`src/rtl/i2c_bus_frontend.sv`:
```
// I2C pin conditioning: per-line synchroniser + deglitch filter, edge/START/STOP events, bus-busy tracking.
// Optional SCL-low bus timeout is compiled in when I2C_TIMEOUT_EN is defined.
module i2c_bus_frontend #(
    parameter int SYNC_STAGES    = 2,
    parameter int FILT_LEN       = 4,
    parameter int TIMEOUT_CYCLES = 4096
) (
    input  logic clock,
    input  logic reset,
    input  logic scl_pin,
    input  logic sda_pin,
    output logic scl_filt,
    output logic sda_filt,
    output logic scl_rise,
    output logic scl_fall,
    output logic start_det,
    output logic stop_det,
    output logic bus_busy,
    output logic bus_timeout
);
    localparam int CW = $clog2(FILT_LEN + 1);

    if (SYNC_STAGES < 2 || FILT_LEN < 1 || TIMEOUT_CYCLES < 2) begin : g_param_check
        $error("i2c_bus_frontend: illegal parameter value");
    end

    // Index 0 is SCL, index 1 is SDA.
    logic [1:0] pin_w;
    logic [1:0] filt_w;

    assign pin_w = {sda_pin, scl_pin};

    genvar gi;
    generate
        for (gi = 0; gi < 2; gi++) begin : g_line
            logic [SYNC_STAGES-1:0] sync_q, sync_d;
            logic [CW-1:0]          cnt_q, cnt_d;
            logic                   filt_q, filt_d;
            logic                   sync_last;

            assign sync_last = sync_q[SYNC_STAGES-1];

            always_comb begin
                sync_d = {sync_q[SYNC_STAGES-2:0], pin_w[gi]};
                filt_d = filt_q;
                cnt_d  = '0;
                // Any return to the accepted level drops the count back to zero.
                if (sync_last != filt_q) begin
                    if (cnt_q == CW'(FILT_LEN - 1)) begin
                        filt_d = sync_last;
                    end else begin
                        cnt_d = cnt_q + 1'b1;
                    end
                end
            end

            always_ff @(posedge clock or negedge reset) begin
                if (!reset) begin
                    sync_q <= '1;
                    cnt_q  <= '0;
                    filt_q <= 1'b1;
                end else begin
                    sync_q <= sync_d;
                    cnt_q  <= cnt_d;
                    filt_q <= filt_d;
                end
            end

            assign filt_w[gi] = filt_q;
        end
    endgenerate

    assign scl_filt = filt_w[0];
    assign sda_filt = filt_w[1];

    logic scl_q, scl_d;
    logic sda_q, sda_d;
    logic busy_q, busy_d;
    logic timeout_w;

    assign scl_d = scl_filt;
    assign sda_d = sda_filt;

    assign scl_rise  = scl_filt & ~scl_q;
    assign scl_fall  = ~scl_filt & scl_q;
    // Requiring SCL stable across both cycles rejects simultaneous SCL/SDA changes.
    assign start_det = ~sda_filt & sda_q & scl_filt & scl_q;
    assign stop_det  = sda_filt & ~sda_q & scl_filt & scl_q;

`ifdef I2C_TIMEOUT_EN
    localparam int TW = $clog2(TIMEOUT_CYCLES);

    logic [TW-1:0] to_cnt_q, to_cnt_d;

    assign timeout_w = busy_q & ~scl_filt & (to_cnt_q == TW'(TIMEOUT_CYCLES - 1));

    always_comb begin
        to_cnt_d = to_cnt_q;
        if (!busy_q || scl_filt) begin
            to_cnt_d = '0;
        end else if (to_cnt_q != TW'(TIMEOUT_CYCLES - 1)) begin
            to_cnt_d = to_cnt_q + 1'b1;
        end
    end

    always_ff @(posedge clock or negedge reset) begin
        if (!reset) begin
            to_cnt_q <= '0;
        end else begin
            to_cnt_q <= to_cnt_d;
        end
    end
`else
    assign timeout_w = 1'b0;
`endif

    always_comb begin
        busy_d = busy_q;
        if (start_det) begin
            busy_d = 1'b1;
        end else if (stop_det || timeout_w) begin
            busy_d = 1'b0;
        end
    end

    always_ff @(posedge clock or negedge reset) begin
        if (!reset) begin
            scl_q  <= 1'b1;
            sda_q  <= 1'b1;
            busy_q <= 1'b0;
        end else begin
            scl_q  <= scl_d;
            sda_q  <= sda_d;
            busy_q <= busy_d;
        end
    end

    assign bus_busy    = busy_q;
    assign bus_timeout = timeout_w;

endmodule

```
`config.mk`:
```
export PLATFORM = sky130hd
export DESIGN_NAME = i2c_bus_frontend
export DESIGN_NICKNAME = d
export VERILOG_FILES = /design/src/rtl/i2c_bus_frontend.sv
export SDC_FILE = /design/constraint.sdc
export NUM_CORES = 1
export LEC_CHECK = 0
export CAP_MARGIN = 0
export CORE_ASPECT_RATIO = 0.7
export CORE_MARGIN = 2
export CORE_UTILIZATION = 30
export CTS_BUF_LIST = sky130_fd_sc_hd__clkbuf_2
export DETAILED_ROUTE_END_ITERATION = 7
export PLACE_DENSITY = 0.52
export SLEW_MARGIN = 20
export SYNTH_ARGS = -nofsm -noshare
export SYNTH_HDL_FRONTEND = slang
export SYNTH_SLANG_ARGS = --single-unit
export TNS_END_PERCENT = 10
```
`constraint.sdc`:
```
create_clock -name clock -period 2.6 [get_ports clock]
set_input_delay 0.52 -clock clock [delete_from_list [all_inputs] [get_ports clock]]
set_output_delay 0.52 -clock clock [all_outputs]
set_load 0.01 [all_outputs]
```
==> out/results.tsv, run 1 <==
metric	value	unit
status	completed	
largest net degree at the start of global routing	16	
Synth Area in Compound Gates	2.20	%
Die Area	2260	µm²
antenna fix cells	0	
Final period util	84.8	%
initial antenna violation count	0	
Leakage	0.000303	µW
global-route wire length before repair	1.25	mm
multiplexer area fraction after synthesis	3.96	%
Final Max Slew Viols	0	
average wire per standard cell	9.56	µm
Resize count post-CTS	0	
dpl ws	713	ps
Clock Tree Buf Depth	2	
register area share after synthesis	67.8	%
share of cells above drive strength 1	28.3	%
adder-cell share of the synthesized area	4.41	%
placer congestion estimate	0.687	
antenna viol nets, final	0	
Comb pwr share	33.5	%
switching pwr	224	µW
Min-Delay Path Depth	0	
CP Capture Type	output port	
sequence of cells on the critical path	inv_1, nor3_1, clkdlybuf4s50_1	
largest family of logic cells by synthesized area	simple AND/OR/NAND/NOR gates	
Remaining DRCs	0	
R2R cell count	3	
RSZ-0062 raised after global routing	false	
leading area contributor after synthesis	dfstp_2	
register bit total from synthesis	15	
Port Buffers	10	
slack of the critical path	394	ps
first drt pass iteration count	3	
gr usage total	7.94	%
Startpoint Class	flip-flop	
Reg power frac	52.4	%
Net Sw Frac	30.5	%
CTS Buf Count	3	
Crit Path Class	flip-flop to output port	
GR Overflow Total	0	
setup_tns	0	ps
Post-Synth Simple-Gate Area	15.9	%
P_int	510	µW
post-synthesis share of cell area spent on xor and xnor gates	3.08	%
1st-iter DRT viols	2	
CP max stage cell	dfstp_2	
Worst Hold Class	flip-flop to flip-flop	
worst-margin pin slew	604	ps
final worst path period need	2210	ps
largest cells by area after synthesis	dfstp_2 (37%), dfrtp_1 (31%), nor3b_1 (5.3%), ha_1 (4.4%), mux2_2 (4.0%)	
Setup Buffers After CTS	0	
final non-filler cell total	75	
clock tree root buffer cell	clkbuf_2	
Cells after Synth	40	
DR vias	314	
vias in the first global route	293	
clock latency on the worst-skew pair	270	ps
P&R area growth vs syn	24.7	%
Starting Density	31.2	%
power per cell area	1040	nW/µm²
clock slew at reported path FFs	140	ps
syn_nets	46	
clock power share	14.1	%
nets@finish	60	
clk sinks	15	
final setup skew	11.3	ps
Worst Path Required	2080	ps
Synth cell types	20	
fillers	185	
Bufs and invs on worst path	2	
CTS tree	built	
Die Height	40.4	µm
Setup-failing EPs final	0	
CP delay by family, top	buffers and inverters	
htree depth	1	
Total Routed Length	717	µm
CP Max Fanout	7	
Max Fclk	0.453	GHz
hold buffer count at CTS	0	
die width	56.0	µm
max incr delay on CP	620	ps
top-area cell type share of the netlist area	37.0	%
I/O pin cnt	12	
Vias/cell	4.19	
final hold viol count	0	
post-synthesis area per instance	14.2	µm²
relative slew slack	59.6	%
Synth Warn #	0	
VDD IR max	0.470	mV
standard-cell rows	13	
max-cap violations	0	
core box area	1820	µm²
critical path data arrival time	1690	ps
WP depth	3	
Syn Std Cell Area	568	µm²
dpl cells	71	
==> layout by cell type, fill, tap and decap left out, types with 2 or more instances in the layout <==
master / synthesis / routed
ha_1: 2 / 2
nor3b_1: 4 / 4
mux2_2: 2 / 2
xnor2_1: 2 / 2
dfstp_2: 8 / 8
clkbuf_2: 0 / 3
nor3_1: 2 / 2
clkdlybuf4s50_1: 0 / 10
dfrtp_1: 7 / 7
==> per-layer routing <==
layer	global-route usage, %	wire, µm	vias up
met1	8.01	342	148
met3	5.81	51	0
met4	1.79	0	0
li1	-	-	157
met5	0	0	-
met2	13.8	324	9
==> cell usage after synthesis <==
cell and count:
and2b_1 1, and3b_1 1, buf_4 1, conb_1 1
dfrtp_1 7, dfstp_2 8, ha_1 2, inv_1 1
mux2_2 2, nand2_1 1, nand2b_1 1, nand3_1 1
nor2_1 1, nor2b_1 1, nor2b_2 1, nor3_1 2
nor3b_1 4, o21ai_0 1, o31ai_1 1, xnor2_1 2
==> state kept, by name, summed over array words and instances, names as in the netlist <==
register / flops
g_line.cnt_q: 6
bus_busy: 1
sda_filt: 1
scl_q: 1
scl_filt: 1
sda_q: 1
g_line.sync_q: 4
==> final cells by class <==
| class | instances | area (µm²) | share of cell area (%) |
|---|---|---|---|
| Clock buffer | 3 | 15.0 | 2.12 |
| Clock inverter | 1 | 5.00 | 0.707 |
| Inverter | 1 | 3.75 | 0.530 |
| Multi-Input combinational cell | 23 | 171 | 24.2 |
| Sequential cell | 15 | 385 | 54.4 |
| Tap cell | 22 | 27.5 | 3.89 |
| Timing Repair Buffer | 10 | 100 | 14.1 |
==> power groups by stage <==
stage	logic (µW)	clock network (µW)	registers, µW
6_report	246	104	384
5_1_grt	267	128	400
4_1_cts	251	113	386
3_3_place_gp	250	0	389
2_1_floorplan	125	0	391
3_5_place_dp	250	0	392
==> logic make-up after synthesis <==
group / Yosys count
DFF: 15
and+or+nand+nor: 14
adders and majority gates: 2
AOI/OAI and AO/OA: 2
xor gates and xnor gates: 2
muxes: 2
buffers and inverters: 2
other: 1
==> stage by stage <==
stage          area [µm²]  hold slack (ps)  power (µW)  util [%]
3_3_place_gp          688              346         639      37.8
5_1_grt               708              375         794      38.9
6_report              708              366         734      38.9
4_1_cts               708              366         750      38.9
3_5_place_dp          688              347         642      37.8
2_1_floorplan         568              224         516         -
==> worst paths after layout <==
| path | from | end | slack, ps |
|---|---|---|---|
| min in group asynchronous | reset | g_line[0].cnt_q[2]$_DFF_PN0_ | 600 |
| min reg2reg | g_line[0].sync_q[0]$_DFF_PN1_ | g_line[0].sync_q[1]$_DFF_PN1_ | 370 |
| max reg2reg | sda_filt$_DFFE_PN1P_ | bus_busy$_DFFE_PN0P_ | 1470 |
| min | g_line[0].sync_q[0]$_DFF_PN1_ | g_line[0].sync_q[1]$_DFF_PN1_ | 370 |
| max in group asynchronous | reset | g_line[1].cnt_q[0]$_DFF_PN0_ | 1600 |
| max | sda_filt$_DFFE_PN1P_ | stop_det | 390 |
Note: power is estimated with default switching activity, not from simulation.
==> run 2, diff against run 1 <==
--- a/config.mk
+++ b/config.mk
@@ -11,7 +11,7 @@
 export CORE_UTILIZATION = 30
 export CTS_BUF_LIST = sky130_fd_sc_hd__clkbuf_2
 export DETAILED_ROUTE_END_ITERATION = 7
-export PLACE_DENSITY = 0.52
+export PLACE_DENSITY = 0.54
 export SLEW_MARGIN = 20
 export SYNTH_ARGS = -nofsm -noshare
 export SYNTH_HDL_FRONTEND = slang
==> constraint.sdc (replaced) <==
create_clock -name clock -period 1.77 [get_ports clock]
set_input_delay 0.354 -clock clock [delete_from_list [all_inputs] [get_ports clock]]
set_output_delay 0.354 -clock clock [all_outputs]
set_load 0.01 [all_outputs]
==> run 2 against run 1 <==
Sequential power up 40%. Sequential cell count unchanged. Highest routed layer unchanged. Sequential share of layout area fell by 0.85 points. Final area rose by 1.6%. Clock-buffer cell count grew 1. Cell count rose by 4.0%. Largest cell class unchanged. Clock power rose by 54%. Die area unchanged.
==> out/results.tsv, run 2 (same netlist as run 1, synthesis figures left out) <==
metric	value	unit	change
Leakage	0.000334	µW	+10%
critical path data arrival time	1290	ps	-400 ps
end of the worst register-to-register path	g_line[1].cnt_q[1]$_DFF_PN0_		
Starting Density	31.2	%	unchanged
I/O pin cnt	12		unchanged
dpl cells	74		+4.2%
clock latency on the worst-skew pair	260	ps	about the same
global-route wire length before repair	1.21	mm	-3.3%
clock slew at reported path FFs	140	ps	about the same
CTS Buf Count	3		unchanged
placer congestion estimate	0.689		+0.26%
hold buffer count at CTS	0		unchanged
clock tree root buffer cell	clkbuf_2		
r2r startpoint	sda_filt$_DFFE_PN1P_		
Die Height	40.4	µm	unchanged
final hold viol count	0		unchanged
P&R area growth vs syn	26.7	%	
Hold Crit Start	g_line[0].sync_q[0]$_DFF_PN1_		
Worst Hold Class	flip-flop to flip-flop		
biggest regs	g_line.cnt_q: 6 flops, g_line.sync_q: 4 flops		
CTS tree	built		
max incr delay on CP	580	ps	-40 ps
final non-filler cell total	78		+4.0%
Port Buffers	10		unchanged
standard-cell rows	13		unchanged
nets@finish	63		+5.0%
Register-to-Register Setup Slack	620	ps	-850 ps
Crit Path Class	flip-flop to output port		
gr usage total	7.20	%	-0.74 points
Max Fclk	0.610	GHz	
Worst Path Required	1420	ps	-660 ps
average wire per standard cell	9.86	µm	+3.1%
GR Overflow Total	0		unchanged
highest routed layer	met3		
setup_tns	0	ps	unchanged
antenna viol nets, final	0		unchanged
initial antenna violation count	0		unchanged
CP Capture Type	output port		
power per cell area	1500	nW/µm²	+45%
post-DP HPWL	550	µm	
clk sinks	15		unchanged
R2R cell count	3		unchanged
Startpoint Class	flip-flop		
CP max stage cell	dfstp_2		
max reg flops	6		unchanged
Final period util	92.6	%	
sequence of cells on the critical path	and2b_1, dlygate4sd2_1		
DR vias	317		+0.96%
final worst path period need	1640	ps	
final setup skew	6.02	ps	-5.28 ps
Remaining DRCs	0		unchanged
Met1 Wirelength	423	µm	+24%
Hold EP	g_line[0].sync_q[1]$_DFF_PN1_		
Setup Buffers After CTS	0		unchanged
Setup-failing EPs final	0		unchanged
Clock Tree Buf Depth	2		unchanged
Total Routed Length	769	µm	+7.3%
commonest non-fill, non-tap cells in the layout	dfstp_2 (8), dfrtp_1 (7), clkbuf_2 (5), dlygate4sd2_1 (5)		
CP delay by family, top	flip-flops		
Bufs and invs on worst path	1		-1
max-cap violations	0		unchanged
core box area	1820	µm²	unchanged
dpl ws	106	ps	-607 ps
DR WL met3	49	µm	-3.9%
Most flops, register	g_line.cnt_q		
RSZ-0062 raised after global routing	false		
vias in the first global route	274		-6.5%
Die Area	2260	µm²	unchanged
Min-Delay Path Depth	0		unchanged
Final Max Slew Viols	0		unchanged
slack of the critical path	131	ps	-263 ps
VDD IR max	0.534	mV	+14%
fillers	189		+2.2%
first drt pass iteration count	4		+1
status	completed		
most common cell after layout, fill and taps aside	dfstp_2		
Vias/cell	4.06		-2.9%
antenna fix cells	0		unchanged
share of cells above drive strength 1	33.9	%	+5.6 points
die width	56.0	µm	unchanged
htree depth	1		unchanged
Met2 Routed Length	296	µm	-8.6%
largest net degree at the start of global routing	16		unchanged
CP Max Fanout	5		-2
1st-iter DRT viols	5		+3
[run 2: area by class of cell]
class	instances	area (µm²)	share of cell area, %
well taps	22	27.5	3.83
repair buffers	13	111	15.5
multi-input cells	23	171	23.8
inverters	1	3.75	0.522
clock buffers	4	20.0	2.78
flip-flops and latches	15	385	53.6
[run 2: per-layer routing]
metal / track usage [%] / vias to the layer above
met1: 10.5 / 141
met2: 9.71 / 12
met3: 0.968 / 0
met4: 5.36 / 0
li1: - / 164
met5: 0 / -
[run 2: what timing repair did]
item,CTS,global route
gates resized for setup,6,2
setup endpoints to repair,6,1
endpoints found under the hold margin,0,0
[run 2: worst max path at each step]
stage,end,slack (ps),depth (start not counted),start
final,scl_fall,130,2,scl_filt$_DFFE_PN1P_
after global routing,start_det,20,3,scl_filt$_DFFE_PN1P_
after CTS,stop_det,60,3,scl_filt$_DFFE_PN1P_
after detailed placement,stop_det,110,3,scl_filt$_DFFE_PN1P_
after global placement,stop_det,140,3,sda_filt$_DFFE_PN1P_
after floorplan,stop_det,460,2,sda_filt$_DFFE_PN1P_
[run 2: per-stage QoR]
step	total power, µW	utilization, %	cell area [µm²]	hold slack, ps
2_1_floorplan	758	-	568	58.4
3_3_place_gp	967	39.0	711	346
3_5_place_dp	977	39.0	711	347
4_1_cts	1100	39.7	723	366
5_1_grt	1160	39.5	719	370
6_report	1080	39.5	719	366
[run 2: power by group]
group	total (µW)	internal (µW)	switching (µW)	leakage, µW
combinational	382	209	174	0.000142
sequential	538	478	60.2	0.000175
clock	160	60.0	99.6	0.0000166
total	1080	747	333	0.000334
